File: config.mk
export PLATFORM = sky130hd
export DESIGN_NAME = mem_port_arbiter
export DESIGN_NICKNAME = d
export VERILOG_FILES = /design/src/rtl/mem_port_arbiter.sv
export SDC_FILE = /design/constraint.sdc
export NUM_CORES = 1
export LEC_CHECK = 0
export ABC_AREA = 1
export CAP_MARGIN = 20
export CORE_AREA = 2 2 179 137
export CTS_CLUSTER_SIZE = 8
export DETAILED_ROUTE_END_ITERATION = 6
export DIE_AREA = 0 0 181 139
export SYNTH_ARGS = -nofsm -noshare
export SYNTH_HDL_FRONTEND = slang
export SYNTH_SLANG_ARGS = --single-unit
export TNS_END_PERCENT = 50
File: constraint.sdc
create_clock -name clk -period 5.39 [get_ports clk]
set_input_delay 1.078 -clock clk [delete_from_list [all_inputs] [get_ports clk]]
set_output_delay 1.078 -clock clk [all_outputs]
set_load 0.01 [all_outputs]
File: src/rtl/mem_port_arbiter.sv
// Arbitrates a single-port fixed-latency memory between fetch (read-only) and data (read/write) requesters.
// Build with MEM_ARB_FAIRNESS_EN defined to bound consecutive data grants while a fetch waits.
module mem_port_arbiter #(
   parameter int MEM_LATENCY = 1,
   parameter int STREAK_MAX  = 4
) (
   input  logic        clk,
   input  logic        rst,
   input  logic        if_req,
   input  logic [31:0] if_addr,
   output logic        if_gnt,
   output logic        if_rvalid,
   output logic [31:0] if_rdata,
   output logic        if_stall,
   input  logic        d_req,
   input  logic        d_we,
   input  logic [31:0] d_addr,
   input  logic [31:0] d_wdata,
   output logic        d_gnt,
   output logic        d_rvalid,
   output logic [31:0] d_rdata,
   output logic        d_stall,
   output logic        m_en,
   output logic        m_we,
   output logic [31:0] m_addr,
   output logic [31:0] m_wdata,
   input  logic [31:0] m_rdata,
   output logic        busy
);

   typedef enum logic [1:0] {IDLE, ACCESS, WAIT} state_t;

   if (MEM_LATENCY < 1 || MEM_LATENCY > 4 || STREAK_MAX < 1 || STREAK_MAX > 15) begin : g_param_check
      $error("mem_port_arbiter: parameter out of range");
   end

   state_t      state_q, state_d;
   logic        own_if_q, own_if_d;
   logic        own_d_q, own_d_d;
   logic        we_q, we_d;
   logic [1:0]  cnt_q, cnt_d;
   logic [31:0] m_addr_q, m_addr_d;
   logic [31:0] m_wdata_q, m_wdata_d;
   logic [31:0] if_rdata_q, if_rdata_d;
   logic [31:0] d_rdata_q, d_rdata_d;
   logic        fetch_win;
`ifdef MEM_ARB_FAIRNESS_EN
   logic [3:0]  streak_q, streak_d;
`endif

   always_comb begin
      state_d    = state_q;
      own_if_d   = own_if_q;
      own_d_d    = own_d_q;
      we_d       = we_q;
      cnt_d      = cnt_q;
      m_addr_d   = m_addr_q;
      m_wdata_d  = m_wdata_q;
      if_rdata_d = if_rdata_q;
      d_rdata_d  = d_rdata_q;
      fetch_win  = 1'b0;
      if_gnt     = 1'b0;
      d_gnt      = 1'b0;
      if_rvalid  = 1'b0;
      d_rvalid   = 1'b0;
      m_en       = 1'b0;
      m_we       = 1'b0;
`ifdef MEM_ARB_FAIRNESS_EN
      streak_d   = streak_q;
`endif
      case (state_q)
         IDLE: begin
`ifdef MEM_ARB_FAIRNESS_EN
            fetch_win = if_req & (~d_req | (streak_q == 4'(STREAK_MAX)));
            // Streak only counts data grants that actually made a fetch wait.
            if (!if_req || fetch_win)
               streak_d = 4'd0;
            else if (d_req && streak_q != 4'(STREAK_MAX))
               streak_d = streak_q + 4'd1;
`else
            fetch_win = if_req & ~d_req;
`endif
            if (fetch_win) begin
               own_if_d = 1'b1;
               own_d_d  = 1'b0;
               we_d     = 1'b0;
               m_addr_d = if_addr;
               state_d  = ACCESS;
            end else if (d_req) begin
               own_if_d  = 1'b0;
               own_d_d   = 1'b1;
               we_d      = d_we;
               m_addr_d  = d_addr;
               m_wdata_d = d_wdata;
               state_d   = ACCESS;
            end
         end
         ACCESS: begin
            m_en    = 1'b1;
            m_we    = we_q;
            if_gnt  = own_if_q;
            d_gnt   = own_d_q;
            cnt_d   = 2'(MEM_LATENCY - 1);
            state_d = WAIT;
         end
         WAIT: begin
            if (cnt_q == 2'd0) begin
               if_rvalid = own_if_q;
               d_rvalid  = own_d_q;
               if (own_if_q)
                  if_rdata_d = m_rdata;
               if (own_d_q && !we_q)
                  d_rdata_d = m_rdata;
               own_if_d = 1'b0;
               own_d_d  = 1'b0;
               state_d  = IDLE;
            end else begin
               cnt_d = cnt_q - 2'd1;
            end
         end
         default: state_d = IDLE;
      endcase
   end

   always_ff @(posedge clk or posedge rst) begin
      if (rst) begin
         state_q    <= IDLE;
         own_if_q   <= 1'b0;
         own_d_q    <= 1'b0;
         we_q       <= 1'b0;
         cnt_q      <= 2'd0;
         m_addr_q   <= 32'd0;
         m_wdata_q  <= 32'd0;
         if_rdata_q <= 32'd0;
         d_rdata_q  <= 32'd0;
`ifdef MEM_ARB_FAIRNESS_EN
         streak_q   <= 4'd0;
`endif
      end else begin
         state_q    <= state_d;
         own_if_q   <= own_if_d;
         own_d_q    <= own_d_d;
         we_q       <= we_d;
         cnt_q      <= cnt_d;
         m_addr_q   <= m_addr_d;
         m_wdata_q  <= m_wdata_d;
         if_rdata_q <= if_rdata_d;
         d_rdata_q  <= d_rdata_d;
`ifdef MEM_ARB_FAIRNESS_EN
         streak_q   <= streak_d;
`endif
      end
   end

   // Read data is forwarded in its rvalid cycle and held in the register afterwards.
   assign if_rdata = if_rdata_d;
   assign d_rdata  = d_rdata_d;
   assign if_stall = if_req & ~if_rvalid;
   assign d_stall  = d_req & ~d_rvalid;
   assign m_addr   = m_addr_q;
   assign m_wdata  = m_wdata_q;
   assign busy     = (state_q != IDLE);

endmodule

## Yosys cells after proc, flatten, opt, wreduce, memory -nomap -nowiden

Index checks and enable logic that the tools add are counted.

| word-level totals | value |
|---|---|
| output and inout port bits | 137 |
| input bits | 133 |
| word-level logic and storage cells | 66 |
| flip-flop bits (word level) | 135 |

| cells by class | value |
|---|---|
| equality and inequality tests | 5 |
| reduce and logical (&&, ||, !) cells | 13 |
| bitwise gates (word level) | 7 |
| muxes and demuxes | 31 |
| add/sub/neg operators | 1 |

Operators with widths:

| kind | count |
|---|---|
| 32-bit 2-to-1 mux | 8 |
| 1-bit 2-to-1 mux | 15 |
| 2-bit 2-to-1 mux | 4 |
| 2-bit nonzero test | 4 |
| 2-bit one-hot mux with 3 select lines | 1 |
| 2-bit AND reduction | 3 |
| 3-bit AND reduction | 2 |
| 2-bit logical NOT | 2 |
| 2-bit inequality test (second input constant) | 2 |
| 1-bit NOT | 4 |
| 1-bit one-hot mux with 2 select lines | 2 |
| 2-bit one-hot mux with 2 select lines | 1 |
| 1-bit AND | 3 |
| 3-bit inequality test (second input constant) | 1 |
| 2-bit by 1-bit equality test with 1-bit output (second input constant) | 1 |
| 2-bit equality test (second input constant) | 1 |
| 2-bit by 1-bit subtractor with 2-bit output (second input constant) | 1 |
| 1-bit logical AND | 1 |
| 1-bit logical NOT | 1 |

## Depth between registers and ports, before layout

Gate-level depths: netlist (run 1).

| depth | value |
|---|---|
| depth after elaboration | 5 |
| gate-level depth with buffers | 8 |
| mapped depth without buffers | 7 |

## Worst setup path before layout (run 1)

No wires, ideal clock.

| timing path | value |
|---|---|
| path type | input to output |
| from | in d_req |
| to | out d_stall |
| path buffers | 1 |
| stages on the path | 3 |
| data arrival time | 1.531 ns |
| data required time | 4.312 ns |
| setup slack | 2.781 ns |
| path through | inv_2 clkbuf_1 nor2_1 |

| on the way | value |
|---|---|
| longest elaborated chain between the ends | 1 |

RTL lines:

| element | RTL line | text |
|---|---|---|
| start, declared | 15 | `input logic d_req,` |
| 1-bit AND | 159 | `assign d_stall = d_req & ~d_rvalid;` |
| end, declared | 22 | `output logic d_stall,` |

No other way between the ends.

## Final worst setup path (run 1)

| timing path | value |
|---|---|
| from | reg cnt_q[0] |
| to | out if_rdata[30] |

| on the way | value |
|---|---|
| longest elaborated chain between the ends | 3 |

RTL lines:

| element | RTL line | text |
|---|---|---|
| start, declared | 41 | `logic [1:0] cnt_q, cnt_d;` |
| start signal, assigned | 144 | `cnt_q <= cnt_d;` |
| 2-bit logical NOT | 107 | `if (cnt_q == 2'd0) begin` |
| 32-bit 2-to-1 mux | 107 |  |
| 32-bit 2-to-1 mux | 71 | `case (state_q)` |
| end, declared | 13 | `output logic [31:0] if_rdata,` |

No other way between the ends.

==> impl_metrics.py, run 1 <==
metrics = {
    "outcome": {
        "status": "finished clean",
    },
    "finish": {
        "fin_area_sq_um": 9296,
        "drive_above_1_share": 0.04825,
        "final_common_cell": "nand2_1",
        "final_util": 0.3949,
        "nNetsFinal": 1096,
        "fillers": 2412,
        "num_antenna_cells": 0,
        "layout_common_cells": "nand2_1 (396), clkdlybuf4s50_1 (269), dfrtp_1 (135)",
        "syn_to_final_growth_pct": 60.23,
    },
    "synth": {
        "yosysWarnings": 0,
        "seq_area_frac_synth": 0.5823,
        "syn_inst": 709,
        "synth-seq-cells": 135,
        "avgSynthCellArea_sq_um": 8.183,
        "netlist_area_sq_um": 5802,
        "syn-num-nets": 843,
        "synthDistinctLibCells": 17,
    },
    "worst_hold_path": {
        "hp-start": "m_wdata[21]",
        "worstHoldPathCells": 2,
        "hold_end": "m_wdata[21]",
        "hp-class": "register to register",
    },
    "worst_setup_path": {
        "cpMaxStageDelayCell": "nor2_4",
        "required_ps": 4310,
        "max_stage_delay_ps": 730,
        "crit_top_cell": "nand2_1",
        "r2r_start": "cnt_q[0]",
        "crit_arrival_ps": 2890,
        "end_kind": "output pin",
        "path_cells": "inv_1, ha_1, nand3_1, nor2_4, nand2_1, nand2_1, clkdlybuf4s50_1",
        "r2r-end": "if_rdata_q[30]",
        "path_max_fanout": 34,
        "reg2reg_slack_ps": 3410,
        "crit_buf_inv": 2,
        "cpLargestDelayFamily": "simple AND/OR/NAND/NOR gates",
        "start_kind": "register",
        "worstSetupPathType": "register to output pin",
        "reg2reg_depth": 6,
        "worstSetupPathDepth": 7,
    },
    "route": {
        "wl_per_cell_um": 14.66,
        "firstDrtPassIters": 5,
        "vias": 5432,
        "avgViaCountPerCell": 4.244,
        "drt_iter0_markers": 253,
        "ant_nets": 0,
        "route.detailed.drc": 0,
        "wirelength_mm": 18.77,
    },
    "sta": {
        "slew_violations": 0,
        "clock.fmax_ghz": 0.2521,
        "finalCritPeriodShare": 0.7359,
        "rsz0062_at_grt": "no",
        "worst_pin_slew_ps": 932.4,
        "hold_viol": 0,
        "maxSlewHeadroom": 0.3784,
        "min_period_ps": 3966,
        "fin_setup_tns_ps": 0,
        "setup_violations": 0,
        "skew_ps": 10.39,
    },
    "floorplan": {
        "initial_core_util": 0.2464,
        "coreArea_sq_um": 23540,
        "row_count": 49,
        "ioPinCount": 270,
        "die_w_um": 181,
        "die-height_um": 139,
        "die_area_sq_um": 25160,
    },
    "clock_network": {
        "cts_tree": "built",
        "cts_setup_buffers": 0,
        "clock-sinks": 135,
        "cts_inserted_buffers": 17,
        "cts_max_path_buffers": 2,
        "clkTransAtPathRegs_ps": 60,
        "cts_root_buf": "clkbuf_16",
        "postCtsHoldBufs": 0,
        "clock_latency_ps": 410,
        "h-tree-depth": 4,
        "post_cts_resized": 0,
    },
    "grt": {
        "grt_overflow": 0,
        "grt.total_usage": 0.1505,
        "grt_use_met2": 0.2326,
        "grt_pass1_wl_mm": 29.72,
        "grtUsageMet1": 0.1958,
        "grt_max_degree": 99,
        "use_met3": 0.06303,
        "grt_pass1_vias": 5297,
        "antenna_found_initial": 0,
        "top_usage_layer": "met2",
    },
    "power_and_ir_drop": {
        "irDropWorstVdd_mv": 0.2573,
        "p_leak_nw": 4.532,
        "p_per_area_nw_per_um2": 573.4,
    },
    "run": {
        "max_cap_violations": 0,
    },
    "placed_design": {
        "dpl_cell_area_sq_um": 8693,
        "place_congestion": 0.7305,
        "port_buffers": 269,
        "hpwl_mm": 12.57,
    },
}
==> registers in the layout (all words and copies together) (netlist names) <==
name	flops
state_q	2
cnt_q	2
we_q	1
own_d_q	1
m_wdata	32
if_rdata_q	32
m_addr	32
own_if_q	1
d_rdata_q	32
==> metal layers <==
| metal | share of wire | vias to the layer above |
|---|---|---|
| li1 | - | 2720 |
| met1 | 0.46 | 2512 |
| met2 | 0.44 | 189 |
| met3 | 0.091 | 11 |
| met4 | 0.0093 | 0 |
| met5 | 0 | - |
==> worst max-delay path by stage <==
| stage | startpoint | slack [ps] | end |
|---|---|---|---|
| final | cnt_q[0] | 1420 | if_rdata[30] |
| after global routing | cnt_q[0] | 1200 | if_rdata[30] |
| after CTS | cnt_q[0] | 1380 | if_rdata[21] |
| after detailed placement | if_req | 1560 | if_stall |
| after global placement | if_req | 1550 | if_stall |
| after floorplan | rst | 700 | cnt_q[0] |
==> metrics by stage <==
step                      cells  setup WS, ps  hold WS (ps)  power, mW
after CTS                  1279          1377         472.3      5.420
final                      1280          1424         469.8      5.331
after floorplan             709         700.9         468.7      2.808
after global routing       1280          1205         483.6      5.697
after detailed placement   1248          1560         457.6      4.232
after global placement     1248          1545         451.2      4.207
==> area by class of cell <==
cell class                 count  area (sq um)  area share
sequential                   135          3378      0.3634
timing repair buffer         276          2765      0.2974
multi-input combinational    517          2133      0.2295
clock buffer                  23         478.0     0.05141
tap                          306         382.9     0.04118
clock inverter                 8         97.59     0.01050
inverter                      15         61.31    0.006595
==> logic make-up (layout without fill, tap and decap cells) <==
| logic type | Yosys count | in the layout | share of synthesized area |
|---|---|---|---|
| AO/OA/AOI/OAI | 1 | 1 | 0.0008618 |
| buffers and inverters | 57 | 322 | 0.05133 |
| AND/OR/NAND/NOR | 515 | 515 | 0.3634 |
| adder cells (fa/ha/maj) | 1 | 1 | 0.002156 |
| flip-flops | 135 | 135 | 0.5823 |
==> tightest hold or removal path: stages (launching register included) <==
cell,delay [ps]
dfrtp_1,340
nand2_1,50
nand2_1,50
==> synth_stat cells (all sizes together) <==
library cell / n / area, sq um
clkbuf: 10 / 37.54
ha: 1 / 12.51
nor2: 12 / 70.07
buf: 32 / 203.9
inv: 14 / 52.55
nand3: 106 / 540.5
o21ai: 1 / 5.000
nand2: 397 / 1498
clkinv: 1 / 3.750
dfrtp: 135 / 3378
==> report_power, final <==
group	switching [mW]	internal (mW)	leakage [nW]
clock network	0.434	0.714	0.287
logic	1.25	1.23	2.58
registers	0.198	1.50	1.66
(Power assumes the default switching activity.)
==> run 2, diff against run 1 <==
==> constraint.sdc (replaced) <==
create_clock -name clk -period 3.9 [get_ports clk]
set_input_delay 0.78 -clock clk [delete_from_list [all_inputs] [get_ports clk]]
set_output_delay 0.78 -clock clk [all_outputs]
set_load 0.01 [all_outputs]
==> run 2 against run 1 <==
Wire length is 0.29% lower. Clock-buffer cell count shrank 2. Sequential power rose by 38%. Die area unchanged. Largest power group unchanged. Design area about the same. Worst setup slack worse by 1100 ps. Global-route usage about the same. Critical path type unchanged.
==> impl_metrics.py, run 2 (same netlist as run 1, synthesis figures left out) <==
metrics = {
    "outcome": {
        "status": "finished clean",
    },
    "finish": {
        "num_antenna_cells": 0,
        "fin_area_sq_um": 9290,
        "drive_above_1_share": 0.05317,
        "syn_to_final_growth_pct": 60.13,
        "layoutNonFillerInstCount": 1284,
        "nNetsFinal": 1099,
        "layout_common_cells": "nand2_1 (396), clkdlybuf4s50_1 (269), dfrtp_1 (135)",
        "final_common_cell": "nand2_1",
        "final_util": 0.3946,
    },
    "sta": {
        "hold_viol": 0,
        "min_period_ps": 3535,
        "slew_violations": 0,
        "hold_slack_ps": 466.7,
        "worst_pin_slew_ps": 1022,
        "rsz0062_at_grt": "no",
        "finalCritPeriodShare": 0.9065,
        "skew_ps": 11.92,
        "setup_violations": 0,
        "maxSlewHeadroom": 0.3167,
        "clock.fmax_ghz": 0.2829,
        "fin_setup_tns_ps": 0,
    },
    "clock_network": {
        "clock-sinks": 135,
        "cts_setup_buffers": 0,
        "post_cts_resized": 0,
        "cts_root_buf": "clkbuf_16",
        "cts_max_path_buffers": 2,
        "clkTransAtPathRegs_ps": 60,
        "cts_tree": "built",
        "clock_latency_ps": 410,
        "h-tree-depth": 4,
        "postCtsHoldBufs": 0,
        "cts_inserted_buffers": 17,
    },
    "worst_setup_path": {
        "start_kind": "register",
        "worstSetupPathType": "register to output pin",
        "required_ps": 3120,
        "crit_arrival_ps": 2760,
        "end_kind": "output pin",
        "path_max_fanout": 24,
        "reg2reg_slack_ps": 1930,
    },
    "route": {
        "avgViaCountPerCell": 4.276,
        "wl_met1_mm": 8.568,
        "top_layer": "met4",
        "wirelength_mm": 18.71,
        "wl_per_cell_um": 14.57,
        "ant_nets": 0,
        "routed-wl-met3_mm": 1.632,
        "vias": 5490,
        "route.detailed.drc": 0,
        "drt_iter0_markers": 359,
        "firstDrtPassIters": 4,
        "wl_met2_mm": 8.302,
    },
    "floorplan": {
        "ioPinCount": 270,
        "row_count": 49,
        "initial_core_util": 0.2464,
        "die-height_um": 139,
        "die_area_sq_um": 25160,
        "die_w_um": 181,
        "coreArea_sq_um": 23540,
    },
    "placed_design": {
        "place_congestion": 0.7891,
        "place_inst": 1252,
        "dpl_cell_area_sq_um": 8730,
        "port_buffers": 269,
        "hpwl_mm": 13.18,
    },
    "power_and_ir_drop": {
        "seqPwrFrac": 0.320,
        "p_sw_frac": 0.3588,
        "p_clk_frac": 0.209,
        "p_per_area_nw_per_um2": 787.9,
        "power_frac_comb": 0.471,
        "irDropWorstVdd_mv": 0.3077,
        "p_leak_nw": 4.525,
        "p_int_mw": 4.694,
        "switchingPower_mw": 2.627,
    },
    "grt": {
        "antenna_found_initial": 0,
        "grt.total_usage": 0.1508,
        "grt_pass1_vias": 5501,
        "grt_overflow": 0,
        "grt_max_degree": 77,
        "grt_pass1_wl_mm": 30.07,
    },
    "worst_hold_path": {
        "hp-class": "register to register",
    },
    "run": {
        "max_cap_violations": 0,
    },
}
[run 2: stage by stage]
step	power, mW	setup slack (ps)
after global placement	5.821	795.1
after detailed placement	5.849	754.3
final	7.320	364.8
after global routing	7.834	120.2
after floorplan	3.881	1441
after CTS	7.430	291.9
[run 2: layout make-up]
| class | instances | area [sq um] |
|---|---|---|
| fillers | 2420 | 14250 |
| flip-flops and latches | 135 | 3378 |
| repair buffers | 279 | 2780 |
| multi-input cells | 517 | 2128 |
| clock buffers | 21 | 460.4 |
| well taps | 306 | 382.9 |
| clock inverters | 11 | 100.1 |
| inverters | 15 | 60.06 |
[run 2: worst paths after layout]
kind | startpoint | end | cells after the start
setup / recovery | cnt_q[0] | d_rdata[20] | 8
hold / removal | m_wdata[24] | m_wdata[24] | 2
setup reg to reg | cnt_q[0] | d_rdata_q[20] | 7
hold reg to reg | m_wdata[24] | m_wdata[24] | 2
max in group asynchronous | rst | m_wdata[17] | 3
min in group asynchronous | rst | m_addr[23] | 3
[run 2: critical path: stages, from the launching register on]
cell             delay (ps)
dfrtp_1                 370
inv_1                    70
ha_1                    230
nand2_1                 130
nor2_4                  490
buf_4                   290
nand3_1                  90
nand2_1                 110
clkdlybuf4s50_1         550
[run 2: routing by layer]
metal | GRT usage | vias up
li1 | - | 2729
met1 | 0.1953 | 2542
met2 | 0.2358 | 204
met3 | 0.06040 | 15
met4 | 0.03723 | 0
met5 | 0 | -
[run 2: power by group through the flow]
stage | Sequential [mW] | Clock, mW | Combinational, mW
3_3_place_gp | 2.35 | 0 | 3.47
4_1_cts | 2.35 | 1.58 | 3.51
3_5_place_dp | 2.35 | 0 | 3.50
6_report | 2.34 | 1.53 | 3.45
2_1_floorplan | 2.48 | 0 | 1.40
5_1_grt | 2.42 | 1.63 | 3.78
